===== src/rtl/tpu_loader_pkg.sv =====
// Shared types and widths for the tensor stream loader.
// Bank and FSM encodings plus a bank-to-chip-select helper.
package tpu_loader_pkg;

  localparam int DEF_DATA_W = 32;
  localparam int DEF_ADDR_W = 17;
  localparam int DEF_LEN_W  = 18;
  localparam int NUM_BANKS  = 4;

  typedef enum logic [1:0] {
    BANK_PARAM,
    BANK_INPUT,
    BANK_WEIGHT,
    BANK_BIAS
  } bank_e;

  typedef enum logic [1:0] {
    IDLE,
    LOAD,
    RUN,
    DONE
  } state_e;

  function automatic logic [NUM_BANKS-1:0] bank_onehot(
    input bank_e b
  );
    logic [NUM_BANKS-1:0] oh;
    oh    = '0;
    oh[b] = 1'b1;
    return oh;
  endfunction

endpackage


===== src/rtl/tpu_loader_wr_stage.sv =====
// Registered SRAM write stage: an accepted beat becomes
// a chip-select/write strobe one cycle later.
module tpu_loader_wr_stage
  import tpu_loader_pkg::*;
#(
  parameter int DATA_W = DEF_DATA_W,
  parameter int ADDR_W = DEF_ADDR_W
) (
  input  logic                 clk,
  input  logic                 rstn,
  input  logic                 accept_i,
  input  bank_e                bank_i,
  input  logic [ADDR_W-1:0]    addr_i,
  input  logic [DATA_W-1:0]    data_i,
  output logic [NUM_BANKS-1:0] cs_o,
  output logic                 we_o,
  output logic [ADDR_W-1:0]    addr_o,
  output logic [DATA_W-1:0]    wdata_o
);

  logic [NUM_BANKS-1:0] cs_q;
  logic                 we_q;
  logic [ADDR_W-1:0]    addr_q;
  logic [DATA_W-1:0]    wdata_q;

  // Address/data only move on a beat so idle buses stay quiet.
  always_ff @(posedge clk or negedge rstn) begin
    if (!rstn) begin
      cs_q    <= '0;
      we_q    <= 1'b0;
      addr_q  <= '0;
      wdata_q <= '0;
    end else begin
      we_q <= accept_i;
      cs_q <= accept_i ? bank_onehot(bank_i) : '0;
      if (accept_i) begin
        addr_q  <= addr_i;
        wdata_q <= data_i;
      end
    end
  end

  assign cs_o    = cs_q;
  assign we_o    = we_q;
  assign addr_o  = addr_q;
  assign wdata_o = wdata_q;

endmodule


===== src/rtl/tpu_stream_loader.sv =====
// Host front end: streams words into accelerator SRAM banks,
// then launches the accelerator and reports completion.
module tpu_stream_loader
  import tpu_loader_pkg::*;
#(
  parameter int DATA_W = DEF_DATA_W,
  parameter int ADDR_W = DEF_ADDR_W,
  parameter int LEN_W  = DEF_LEN_W
) (
  input  logic                 clk,
  input  logic                 rstn,
  input  logic                 cmd_valid_i,
  output logic                 cmd_ready_o,
  input  logic [1:0]           cmd_bank_i,
  input  logic [ADDR_W-1:0]    cmd_base_i,
  input  logic [LEN_W-1:0]     cmd_len_i,
  input  logic                 s_valid_i,
  output logic                 s_ready_o,
  input  logic [DATA_W-1:0]    s_data_i,
  input  logic                 run_i,
  input  logic [3:0]           mode_i,
  output logic [NUM_BANKS-1:0] sram_cs_o,
  output logic                 sram_we_o,
  output logic [ADDR_W-1:0]    sram_addr_o,
  output logic [DATA_W-1:0]    sram_wdata_o,
  output logic                 acc_start_o,
  output logic [3:0]           acc_mode_o,
  input  logic                 acc_finish_i,
  output logic                 busy_o,
  output logic                 done_o,
  output logic                 err_o
);

  state_e            state_q, state_d;
  bank_e             bank_q, bank_d;
  logic [ADDR_W-1:0] addr_q, addr_d;
  logic [LEN_W-1:0]  rem_q, rem_d;
  logic [3:0]        mode_q, mode_d;
  logic              start_q, start_d;
  logic              err_q, err_d;
  logic              en_q;
  logic              idle;
  logic              beat;

  // en_q keeps cmd_ready_o low while reset is asserted.
  assign idle = (state_q == IDLE) && en_q;
  assign beat = s_valid_i && (state_q == LOAD);

  always_comb begin
    state_d = state_q;
    bank_d  = bank_q;
    addr_d  = addr_q;
    rem_d   = rem_q;
    mode_d  = mode_q;
    start_d = 1'b0;
    err_d   = err_q;
    unique case (state_q)
      IDLE: begin
        if (en_q && cmd_valid_i) begin
          bank_d = bank_e'(cmd_bank_i);
          addr_d = cmd_base_i;
          rem_d  = cmd_len_i;
          if (cmd_len_i != '0) begin
            state_d = LOAD;
          end
        end else if (en_q && run_i) begin
          mode_d  = mode_i;
          start_d = 1'b1;
          state_d = RUN;
        end
      end
      LOAD: begin
        if (beat) begin
          addr_d = addr_q + ADDR_W'(1);
          rem_d  = rem_q - LEN_W'(1);
          if (&addr_q && rem_q != LEN_W'(1)) begin
            err_d = 1'b1;
          end
          if (rem_q == LEN_W'(1)) begin
            state_d = IDLE;
          end
        end
      end
      RUN: begin
        // Finish is masked during the start pulse.
        if (acc_finish_i && !start_q) begin
          state_d = DONE;
        end
      end
      DONE: begin
        state_d = IDLE;
      end
    endcase
  end

  always_ff @(posedge clk or negedge rstn) begin
    if (!rstn) begin
      state_q <= IDLE;
      bank_q  <= BANK_PARAM;
      addr_q  <= '0;
      rem_q   <= '0;
      mode_q  <= '0;
      start_q <= 1'b0;
      err_q   <= 1'b0;
      en_q    <= 1'b0;
    end else begin
      state_q <= state_d;
      bank_q  <= bank_d;
      addr_q  <= addr_d;
      rem_q   <= rem_d;
      mode_q  <= mode_d;
      start_q <= start_d;
      err_q   <= err_d;
      en_q    <= 1'b1;
    end
  end

  tpu_loader_wr_stage #(
    .DATA_W (DATA_W),
    .ADDR_W (ADDR_W)
  ) u_wr (
    .clk      (clk),
    .rstn     (rstn),
    .accept_i (beat),
    .bank_i   (bank_q),
    .addr_i   (addr_q),
    .data_i   (s_data_i),
    .cs_o     (sram_cs_o),
    .we_o     (sram_we_o),
    .addr_o   (sram_addr_o),
    .wdata_o  (sram_wdata_o)
  );

  assign cmd_ready_o = idle;
  assign s_ready_o   = (state_q == LOAD);
  assign acc_start_o = start_q;
  assign acc_mode_o  = mode_q;
  assign busy_o      = (state_q != IDLE);
  assign done_o      = (state_q == DONE);
  assign err_o       = err_q;

endmodule

===== config.mk =====
export PLATFORM = sky130hd
export DESIGN_NAME = tpu_stream_loader
export DESIGN_NICKNAME = d
export VERILOG_FILES = /design/src/rtl/tpu_loader_pkg.sv /design/src/rtl/tpu_loader_wr_stage.sv /design/src/rtl/tpu_stream_loader.sv
export SDC_FILE = /design/constraint.sdc
export NUM_CORES = 1
export LEC_CHECK = 0
export ABC_AREA = 1
export BUFFER_PORTS_ARGS = -buffer_cell sky130_fd_sc_hd__buf_2
export CORE_MARGIN = 5
export CORE_UTILIZATION = 39
export DETAILED_ROUTE_END_ITERATION = 10
export SLEW_MARGIN = 15
export SYNTH_ARGS = -nofsm -noshare
export SYNTH_HDL_FRONTEND = slang
export SYNTH_SLANG_ARGS = --single-unit

===== constraint.sdc =====
create_clock -name clk -period 4.7 [get_ports clk]
set_clock_uncertainty 0.2 [all_clocks]
set_input_delay 0.235 -clock clk [delete_from_list [all_inputs] [get_ports clk]]
set_output_delay 0.235 -clock clk [all_outputs]
set_load 0.05 [all_outputs]

==> flow_summary_export.csv <==
group,metric,value,unit
sta,tns,0,ps
yosys,async_flop_share,100,%
hold_path,hp-start,"acc_finish_i",
cells_and_area,multi_input_area,2180,sq um
sta,grt_setup_unrepaired,"false",
sta,drv_slew,0,
clock_network,clk_latency,340,ps
pwr,p_int,2.35,mW
clock_network,numCtsBuffers,9,
placed_design,post-place-ws,1730,ps
floorplan,io_pins,143,
sta,fmax,339,MHz
hold_path,worstHoldEndpoint,"state_q[1]",
sta,setup_ws,1750,ps
yosys,synth_cells,687,
yosys,synth-seq-area-share,49.2,%
detailed_routing,viasPerCell,4.75,
clock_network,cts_tree,"done",
global_route,grt_max_degree,68,
critical_path,rr_worst_depth,7,
yosys,synth_top_area_share,49.2,%
detailed_routing,firstDrtPassIters,5,
clock_network,cts_sinks,100,
global_route,antenna_found_initial,0,
detailed_routing,via_count,4926,
yosys,yosysTopAreaCell,"dfrtp_1",
yosys,ys.flop_type,"dfrtp_1",
pwr,p_per_area,717,nW/um^2
pwr,p_sw,2.41,mW
placed_design,io_buffers,142,
yosys,synthTopCellsByArea,"dfrtp_1 49%, nand2_1 20%, nor2_1 5.9%",
hold_path,hold_depth,4,
clock_network,clk_pin_slew,70,ps
pwr,combPwrFrac,50.4,%
cells_and_area,final.fill_count,1300,
critical_path,worstPathArrival,2980,ps
sta,setup_viol,0,
pwr,irDropWorstVdd,0.363,mV
critical_path,r2r_start,"state_q[0]",
yosys,synth_area_per_cell,7.40,sq um
yosys,synthesis.area,5080,sq um
critical_path,worst_setup_path_start_kind,"register",
placed_design,gp_congestion,0.870,
pwr,p_seq_share,32.6,%
yosys,synth_edf_count,0,
cells_and_area,areaGrowthSynthToFinish,30.4,%
yosys,synth_cell_types,31,
floorplan,fp-row-count,41,
sta,period_needed,2950,ps
critical_path,path_max_fanout,67,
yosys,synth_seq_cells,100,
sta,fin_crit_sh,62.7,%
detailed_routing,wl,13900,microns
floorplan,chipWidth,124,microns
critical_path,cp_data_required_time,4730,ps
detailed_routing,postRouteAntennaNets,0,
flow_run,cap_violations,0,
clock_network,cts_buffer_depth,2,
sta,finalHoldViolations,0,
critical_path,critPathCaptureType,"register",
global_route,overflow,0,
clock_network,htree_levels,3,
floorplan,core,12700,sq um
sta,tightest_slew,1080,ps
cells_and_area,n_antenna_cell,0,
sta,slew_headroom,28.0,%
detailed_routing,drc,0,
critical_path,reg2reg_slack,1750,ps
pwr,pwr-share-clk,17.0,%
cells_and_area,layout.cells.non_filler,1037,
global_route,grt_pass1_wl,22300,microns
clock_network,postCtsResizedCells,0,
cells_and_area,drive_gt1_share,20.1,%
clock_network,cts-root-buf,"clkbuf_16",
global_route,grt_pass1_vias,4726,
placed_design,dp.cells,977,
yosys,ys_warn_count,0,
global_route,grtUsageTotal,18.4,%
floorplan,dieArea,15400,sq um
hold_path,hp-class,"input port to register",
cells_and_area,nNetsFinal,943,
detailed_routing,drt_iter0_drc,256,
placed_design,dp_hpwl,9690,microns
run_status,status,"finished, final reports clean",
critical_path,regToRegEndpoint,"err_o",
detailed_routing,routedWlPerCell,13.4,microns
critical_path,path_class,"register to register",
floorplan,initial_core_util,39.9,%
cells_and_area,area.sequential,2500,sq um
floorplan,die_h,124,microns
pwr,switching_share,50.7,%
pwr,p_leak,3.54,nW
yosys,synth_fp_nets,770,
-- synthesized netlist by cell type, drive strengths merged (2+ instances only) --
cell type	number
nand2	273
dfrtp	100
nor2	82
inv	62
o21ai	49
nand3	34
buf	23
a21oi	20
nor3	9
nand4	7
clkbuf	4
ha	4
xor2	4
a22oi	3
a31oi	3
nand3b	2
o22ai	2
-- flip-flops by register name, indices dropped and copies added (netlist names) --
signal,flops
u_wr.wdata_o,32
rem_q,18
addr_q,17
u_wr.addr_o,17
acc_mode_o,4
u_wr.cs_o,4
bank_q,2
state_q,2
acc_start_o,1
en_q,1
err_o,1
u_wr.we_o,1
-- worst max-delay path, cell delays in order, from the launching register on --
cell and delay (ps):
dfrtp_1 430, inv_2 90, nor2_4 30, buf_4 290, nand2_2 140, buf_4 510, inv_1 680, a31o_2 450
-- routing by layer --
metal	share of wire [%]	routed length, microns	vias to the layer above	GRT usage (%)
li1	-	-	2494	-
met1	44	6100	2289	22.8
met2	49	6750	119	31.8
met3	4.9	674	24	3.18
met4	2.4	331	0	7.05
met5	0	0	-	0
-- final cells by class --
cell class / instances / area share (%)
repair buffers: 189 / 17.7
multi-input cells: 498 / 32.8
flip-flops and latches: 100 / 37.8
well taps: 172 / 3.25
inverters: 62 / 3.51
clock buffers: 10 / 3.61
clock inverters: 6 / 1.32
-- cell families after synthesis --
logic type,after synthesis,share of synthesized area (%)
and+or+nand+nor,409,32.5
DFF,100,49.2
buffers and inverters,89,7.95
AOI/OAI and AO/OA,79,8.37
xor gates and xnor gates,5,0.862
adders and majority gates,4,0.985
other,1,0.0738
-- metrics by stage --
stage               power (mW)  utilization (%)  cell area [sq um]  hold slack [ps]
finish                    4.75             52.1               6630             13.6
global route              5.11             52.1               6630             40.3
CTS                       4.79             52.1               6630             6.35
detailed placement        3.94             46.1               5860              191
global placement          3.89             46.1               5860              188
floorplan                 3.40                -               5080             -261
-- repair_timing --
item | 4_1_cts | 5_1_grt
setup buffers | 0 | 0
hold buffers | 44 | 0
hold endpoints to repair | 106 | 0
-- power by group through the flow --
| stage | clock [mW] | sequential, mW | combinational (mW) |
|---|---|---|---|
| 2_1_floorplan | 0 | 2.27 | 1.13 |
| 3_3_place_gp | 0 | 1.55 | 2.34 |
| 3_5_place_dp | 0 | 1.56 | 2.38 |
| 4_1_cts | 0.830 | 1.55 | 2.41 |
| 5_1_grt | 0.866 | 1.60 | 2.64 |
| 6_report | 0.807 | 1.55 | 2.40 |
-- cells in the final DEF (no fill, tap or decap), drive strengths merged --
master	count
nand2	273
a21oi	20
nand3b	2
conb	1
o22ai	2
clkbuf	10
o211ai	1
nand3	34
dlygate4sd3	44
nand4	7
or2	1
ha	4
nor2	82
a31oi	3
nor3	9
xor2	4
xnor2	1
bufinv	2
nor4	1
a22oi	3
clkinv	4
dfrtp	100
a31o	1
inv	62
buf	145
o21ai	49
-- worst max-delay path by stage --
| stage | startpoint | endpoint | slack, ps | cells past startpoint |
|---|---|---|---|---|
| 5_1_grt | state_q[0] | u_wr.wdata_o[20] | 1500 | 8 |
| 3_3_place_gp | state_q[0] | err_o | 1800 | 7 |
| 6_report | state_q[0] | err_o | 1750 | 7 |
| 3_5_place_dp | state_q[0] | err_o | 1730 | 7 |
| 4_1_cts | state_q[0] | err_o | 1710 | 7 |
| 2_1_floorplan | state_q[1] | cmd_ready_o | 2640 | 3 |
No activity file was read; power rests on OpenSTA's default activity.
